`config.mk`:
```
export PLATFORM = sky130hd
export DESIGN_NAME = mx_scan
export DESIGN_NICKNAME = d
export VERILOG_FILES = /design/src/rtl/mx_scan.sv
export SDC_FILE = /design/constraint.sdc
export NUM_CORES = 1
export LEC_CHECK = 0
export ABC_AREA = 1
export BUFFER_PORTS_ARGS = -buffer_cell sky130_fd_sc_hd__buf_2
export CELL_PAD_IN_SITES_DETAIL_PLACEMENT = 0
export CELL_PAD_IN_SITES_GLOBAL_PLACEMENT = 2
export CORE_UTILIZATION = 22
export DETAILED_ROUTE_END_ITERATION = 8
export PLACE_DENSITY = 0.83
export SLEW_MARGIN = 15
export SYNTH_ARGS = -nofsm -noshare
export SYNTH_HDL_FRONTEND = slang
export SYNTH_SLANG_ARGS = --single-unit
```
`constraint.sdc`:
```
create_clock -name clk -period 1.85 [get_ports clk]
set_input_delay 0.185 -clock clk [delete_from_list [all_inputs] [get_ports clk]]
set_output_delay 0.185 -clock clk [all_outputs]
set_load 0.02 [all_outputs]
```
`src/rtl/mx_scan.sv`:
```
// mx_scan: registered channel mux, direct or masked
// round-robin scan select, valid/ready output slot.
module mx_scan #(
  parameter int N = 2,
  parameter int B = 2
) (
  input  logic                  clk,
  input  logic                  rst_n,
  input  logic [(1<<N)*B-1:0]   x,
  input  logic [N-1:0]          a,
  input  logic                  mode,
  input  logic [(1<<N)-1:0]     m,
  input  logic                  en,
  input  logic                  rdy,
  output logic [B-1:0]          y,
  output logic [N-1:0]          sel,
  output logic                  v,
  output logic                  wrap
);

  localparam int C = 1 << N;
  localparam logic [N-1:0] ONE  = N'(1);
  localparam logic [N-1:0] LAST = N'(C - 1);

  logic [N-1:0] p;
  logic [N-1:0] c;
  logic         hit;
  logic         free;
  logic         xfer;
  logic         cap;
  logic         drain;
  logic [N-1:0] idx;
  logic [B-1:0] grp;
  logic         cwrap;

  // first masked-in channel at or after p, circularly
  always_comb begin
    hit = 1'b0;
    c   = '0;
    for (int i = 0; i < C; i++) begin
      if (!hit && m[p + N'(i)]) begin
        hit = 1'b1;
        c   = p + N'(i);
      end
    end
  end

  assign free  = !v || rdy;
  assign xfer  = v && rdy;
  assign cap   = en && free && (!mode || hit);
  assign drain = xfer && !cap;
  assign idx   = mode ? c : a;
  assign grp   = x[idx*B +: B];

  // a scan pass completes when the search wraps
  // past the top channel or lands on it
  assign cwrap = mode && ((c < p) || (c == LAST));

  // output slot: capture, drain on transfer, else hold
  always_ff @(posedge clk or negedge rst_n) begin
    if (!rst_n) begin
      y    <= '0;
      sel  <= '0;
      v    <= 1'b0;
      wrap <= 1'b0;
    end else begin
      wrap <= 1'b0;
      unique case (1'b1)
        cap: begin
          y    <= grp;
          sel  <= idx;
          v    <= 1'b1;
          wrap <= cwrap;
        end
        drain: begin
          v <= 1'b0;
        end
        default: ;
      endcase
    end
  end

  // scan pointer moves just past each scan capture
  always_ff @(posedge clk or negedge rst_n) begin
    if (!rst_n) begin
      p <= '0;
    end else if (cap && mode) begin
      p <= c + ONE;
    end
  end

endmodule

```
======== Word-level counts from Yosys, hierarchy flattened ========
Cells that the tools add are included.
operators by class
  add/sub/neg operators ................... 4
  multipliers ............................. 0
  div/mod/pow operators ................... 0
  order comparisons ....................... 5
  equality and inequality tests ........... 1
  shifts and indexed selects .............. 1
  muxes and demuxes ....................... 19
  bitwise gates (word level) .............. 0
  reduce and logical (&&, ||, !) cells .... 19
operators with widths
  kind                                                        count
  less-than comparator 2 x 3 -> 1 bit, second input constant  4
  2-to-1 mux 2 bit                                            5
  logical AND 1 bit                                           9
  2-to-1 mux 1 bit                                            9
  binary-select mux 1 bit (select 2 bit)                      4
  variable part select 8 x 4 -> 2 bit                         1
  logical NOT 1 bit                                           6
  adder 2 x 1 -> 2 bit, second input constant                 2
  adder 2 bit, second input constant                          2
  logical OR 1 bit                                            3
  == test 2 bit, second input constant                        1
  less-than comparator 2 bit                                  1
  one-hot mux 1 bit (2 select lines)                          1
  nonzero test 2 bit                                          1
word-level totals
  register bits ........................... 8
  latch bits .............................. 0
  memory bits (writable) .................. 0
  bits in read-only memories .............. 0
  input port bits ......................... 19
  output and inout bits ................... 6
  logic and storage cells ................. 54
  memories ................................ 0

======== Depth between registers and ports, before layout ========
  word-level depth ........................ 17
  gate-level depth with buffers ........... 15
  mapped depth without buffers ............ 15

======== Worst setup path before layout ========
Ideal clock, no wire load.
  path kind ............................... reg2reg
  from .................................... register p[0]
  to ...................................... register wrap
  library setup time ...................... 71 ps
  data arrival time ....................... 1650 ps
  data required time ...................... 1779 ps
  path slack .............................. 129 ps
  stages on the path, launching flop included .. 15
  buffers on the path ..................... 1
  clock period less this slack ............ 1721 ps
  path through ............................ dfrtp_1 -> buf_6 -> nand2_1 -> nand2_1 -> nand2_1 -> nand2_2 -> nor2_4 -> nand3_2 -> nand3_1 -> nand2_1 -> inv_1 -> ha_1 -> a21oi_1 -> nor2_1 -> nor2_1
between the ends
  cells in the longest elaborated chain, start to end .. 16
  elaborated cells on any way between the ends .. 32
  classes of those cells .................. add/sub (3); order compare (1); eq/ne (1); mux (17); reduce/logical (10)
ends and longest elaborated chain
  item                                                                           RTL line  source
  from (decl)                                                                    25        logic [N-1:0] p;
  from (signal assigned)                                                         88        p <= c + ONE;
  parallel branches: the longest is 15 deep, another holds adder 2 x 1 -> 2 bit  --
  2-to-1 mux 1 bit *                                                             68        unique case (1'b1)
  to (signal assigned)                                                           73        wrap <= cwrap;
  to (decl)                                                                      18        output logic wrap
Every way passes the cells marked *. The select of a mux whose other input is x is not followed.
A chain may end at the register's enable or synchronous reset.

======== Final worst setup path ========
  from .................................... register p[0]
  to ...................................... register y[1]
between the ends
  cells in the longest elaborated chain, start to end .. 14
  elaborated cells on any way between the ends .. 29
  classes of those cells .................. add/sub (3); shift (1); mux (17); reduce/logical (8)
ends and longest elaborated chain
  item                                                                           RTL line  source
  parallel branches: the longest is 14 deep, another holds adder 2 x 1 -> 2 bit  --
  to (signal assigned)                                                           70        y <= grp;
  to (decl)                                                                      15        output logic [B-1:0] y,
Several ways; the timed one is not identified. The select of a mux whose other input is x is not followed.

==> results.md <==
Status:
- The flow ran to the end, but the final reports show violations.
- The checks that failed: setup timing.

STA:
- On the final layout, the worst clock skew is 1.29 ps.
- The smallest clock period supported by the final layout is computed as 1870 ps.
- Measured against its own limit, the worst slew margin works out to 81.9%.
- The number of endpoints with negative hold slack in the final report is 0.
- Setup violations remaining at the end of the flow were counted as 1.
- Static timing analysis puts the maximum clock frequency at 0.534 GHz.
- After layout, the worst path uses 101% of the clock period.
- The count of final max-slew check failures is 0.
- The minimum setup slack in the final design is -22.3 ps.
- Setup repair after global routing could not meet its margin everywhere.
- The worst hold margin is 140 ps.
- For the pin with the worst max-slew slack, the measured transition is 271 ps.

Clock network:
- TritonCTS built the clock tree.
- The clock-pin transition on the worst setup and hold timing paths is 50 ps.
- The clock drives 8 sinks.
- CTS placed an instance of clkbuf_4 at the clock tree root.
- The clock latency reported for the late side of the worst-skew pair is 240 ps.
- The total number of H-tree levels is 1.
- The clock tree buffer depth is 2.
- The number of clock buffers added by TritonCTS is 3.

Floorplanning:
- The die is 61.9 µm wide.
- The region available for standard cell placement spans 3390 µm².
- For this configuration, the core starts out at a cell density of 23.3%.
- The die outline height is 61.9 µm.
- 25 I/O pins were placed.
- The die covers 3830 µm².
- The total number of placement rows is 21.

Logic synthesis:
- The sequential element share of the synthesized area is 25.4%.
- The top flip-flop cell by instance count after synthesis is dfrtp_1.
- The number of different library cells used by synthesis comes to 24.
- The number of warnings printed during yosys synthesis is 0.
- The proportion of register bits with asynchronous set or reset after synthesis is 100%.
- The synthesized design contains 8 register bits.
- Synthesis produced 127 cells.
- The summed instance area of the synthesized netlist is 790 µm².
- After synthesis, the mean cell area works out to 6.22 µm².
- The cell type with the highest aggregate area in the netlist is dfrtp_1.
- In this run, synthesis inferred 0 flip-flops with an integrated enable.
- The portion of synthesized cell area occupied by the leading cell type is 25.4%.
- In the post-synthesis netlist, the biggest area contributors are dfrtp_1, nand2_1, inv_1.
- When the netlist entered floorplanning its net count stood at 148.

Power and ir drop:
- The internal power is 1.15 mW.
- Dividing total power by cell area gives a power density of 1750 nW/µm².
- The clock network power share is 5.5%.
- In this run the static leakage power is 0.718 nW.
- The switching fraction of total power is 49.2%.
- The analysis attributes to net switching a power of 1.11 mW.
- Combinational logic burns 80.1% of the power.
- The register share of total power is 14.4%.
- The largest vdd supply drop is 0.457 mV.

Global route:
- The overall track demand over capacity in global routing is 11.3%.
- The number of antenna violations at the first check in global routing is 0.
- The global-route congestion overflow total is 0.
- The number of global-route vias before repair is 808.
- The maximum number of pins on one net before global-route repair is 9.
- The first global-routing pass estimated 3200 µm of wire.

Cells and area:
- The number of diodes added for antenna fixing is 0.
- The final-layout fill cell count is 357.
- Once layout is complete, the utilization of the core stands at 38.0%.
- The top cell types in the final layout, fill and taps aside, are nand2_1, buf_2, buf_4, inv_1, nand2_2.
- The proportion of layout cells with a drive suffix above 1 is 56.1%.
- Leaving out fill and tap cells, the most frequent cell in the layout is nand2_1.
- The post-route non-filler standard cell count is 219.
- The layout overhead on the synthesized area is 63.2%.
- The number of nets at the end of the flow is 196.

Placement:
- The post-placement setup slack is -121 ps.
- The number of placed instances, taps included is 208.
- The HPWL after detailed placement is 1630 µm.
- The global placer's final weighted congestion is 0.737.
- Port buffering added 24 buffers.

Drt:
- The number of violations reported at the end of detailed-routing iteration 0 is 27.
- The total DRC errors in the routed layout is 0.
- For this block, the via count after detailed routing is 925.
- The post-detailed-route count of antenna-violating nets is 0.
- The first-pass iteration count of the detailed router is 4.
- The routed design has 2130 µm of wire.
- In the routed layout, each cell is associated on average with a via count of 4.22.
- The average wire per cell in the routed design is 9.72 µm.

Job:
- The tool flagged a number of max-cap violations equal to 0.

Setup path:
- The critical path launch point is p[0]$_DFFE_PN0P_.
- The startpoint identified for the worst register-to-register timing path is p[0]$_DFFE_PN0P_.
- At the worst endpoint, the arrival time is 2010 ps.
- The kind of start point of the critical path is a flip-flop.
- The critical setup path kind is reg2reg.
- The maximum fanout along the worst path is 6.
- The worst setup path is captured at a flip-flop.
- The endpoint required time on the critical path is 1990 ps.

Worst hold path:
- The worst hold path begins at rdy.
- The class of the worst hold path is in2reg.
cell type report:
type / instances / area (µm²) / share of cell area, %
sequential: 8 / 203 / 15.7
tap: 46 / 57.6 / 4.47
clock buffer: 3 / 22.5 / 1.75
inverter: 22 / 87.6 / 6.80
timing repair buffer: 44 / 277 / 21.5
multi-input combinational: 96 / 642 / 49.8
logic make-up after synthesis:
group                      Yosys count  share of synthesized area [%]
and+or+nand+nor                     83                           50.1
AOI/OAI and AO/OA                   11                           9.51
DFF                                  8                           25.4
adders and majority gates            2                           3.17
buffers and inverters               23                           11.9
synth_stat cells, types with 2 or more instances:
| master | instances |
|---|---|
| nand2_1 | 50 |
| inv_1 | 19 |
| o21ai_0 | 2 |
| ha_1 | 2 |
| nor2_1 | 5 |
| o21ai_1 | 2 |
| nand2_2 | 6 |
| nand3_2 | 2 |
| dfrtp_1 | 8 |
| a31oi_1 | 2 |
| nand3_1 | 13 |
| inv_2 | 3 |
| a21oi_1 | 2 |
sequential cells by signal (all words and copies together) (netlist names):
register / flops
v: 1
sel: 2
wrap: 1
p: 2
y: 2
critical path: stages, from the launching register on:
cell	delay, ps
dfrtp_2	450
buf_4	160
nand2_2	80
nand3_2	110
nand2_4	110
nor2_4	50
nand3_2	90
nand3_2	90
buf_4	150
buf_4	120
nand3_2	50
nand2_2	60
nand3_1	90
nand2_1	60
nand2_1	50
nand2_1	40
metrics by stage:
stage                     instance area (µm²)  TNS (ps)  total power, mW
after CTS                                1150    -0.590             1.95
final                                    1290     -22.3             2.26
after global routing                     1290      -708             2.48
after detailed placement                 1050      -359             1.62
after floorplan                           790         0             1.20
after global placement                   1050      -199             1.62
layer usage:
metal | track usage (%) | share of wire (%) | wire length (µm) | vias up
met5 | 0 | 0 | 0 | -
met4 | 3.81 | 0 | 0 | 0
met3 | 1.24 | 1.3 | 28 | 0
met2 | 18.9 | 53 | 1130 | 10
met1 | 15.2 | 45 | 968 | 425
li1 | - | - | - | 490
worst paths after layout:
path                                    endpoint  slack, ps  cells past startpoint
worst max-delay path            y[1]$_DFFE_PN0P_        -20                     15
worst min-delay path               v$_DFFE_PN0P_        140                      2
worst max register to register  y[1]$_DFFE_PN0P_        -20                     15
worst min register to register  y[1]$_DFFE_PN0P_        470                      2
max in group asynchronous       p[0]$_DFFE_PN0P_       1360                      2
min in group asynchronous          v$_DFFE_PN0P_        310                      2
power groups by stage:
stage / Sequential (mW) / Clock (mW) / Combinational (mW)
finish: 0.326 / 0.125 / 1.81
global route: 0.336 / 0.135 / 2.01
CTS: 0.316 / 0.131 / 1.50
detailed placement: 0.315 / 0 / 1.31
global placement: 0.311 / 0 / 1.30
floorplan: 0.371 / 0 / 0.831
repair_timing:
item,in CTS,in global routing
hold endpoints to repair,8,0
setup endpoints to repair,5,7
pin swaps,9,20
gates resized for setup,10,34
buffers inserted,5,2
hold buffers,1,0
Power figures use the tool's default switching activity.
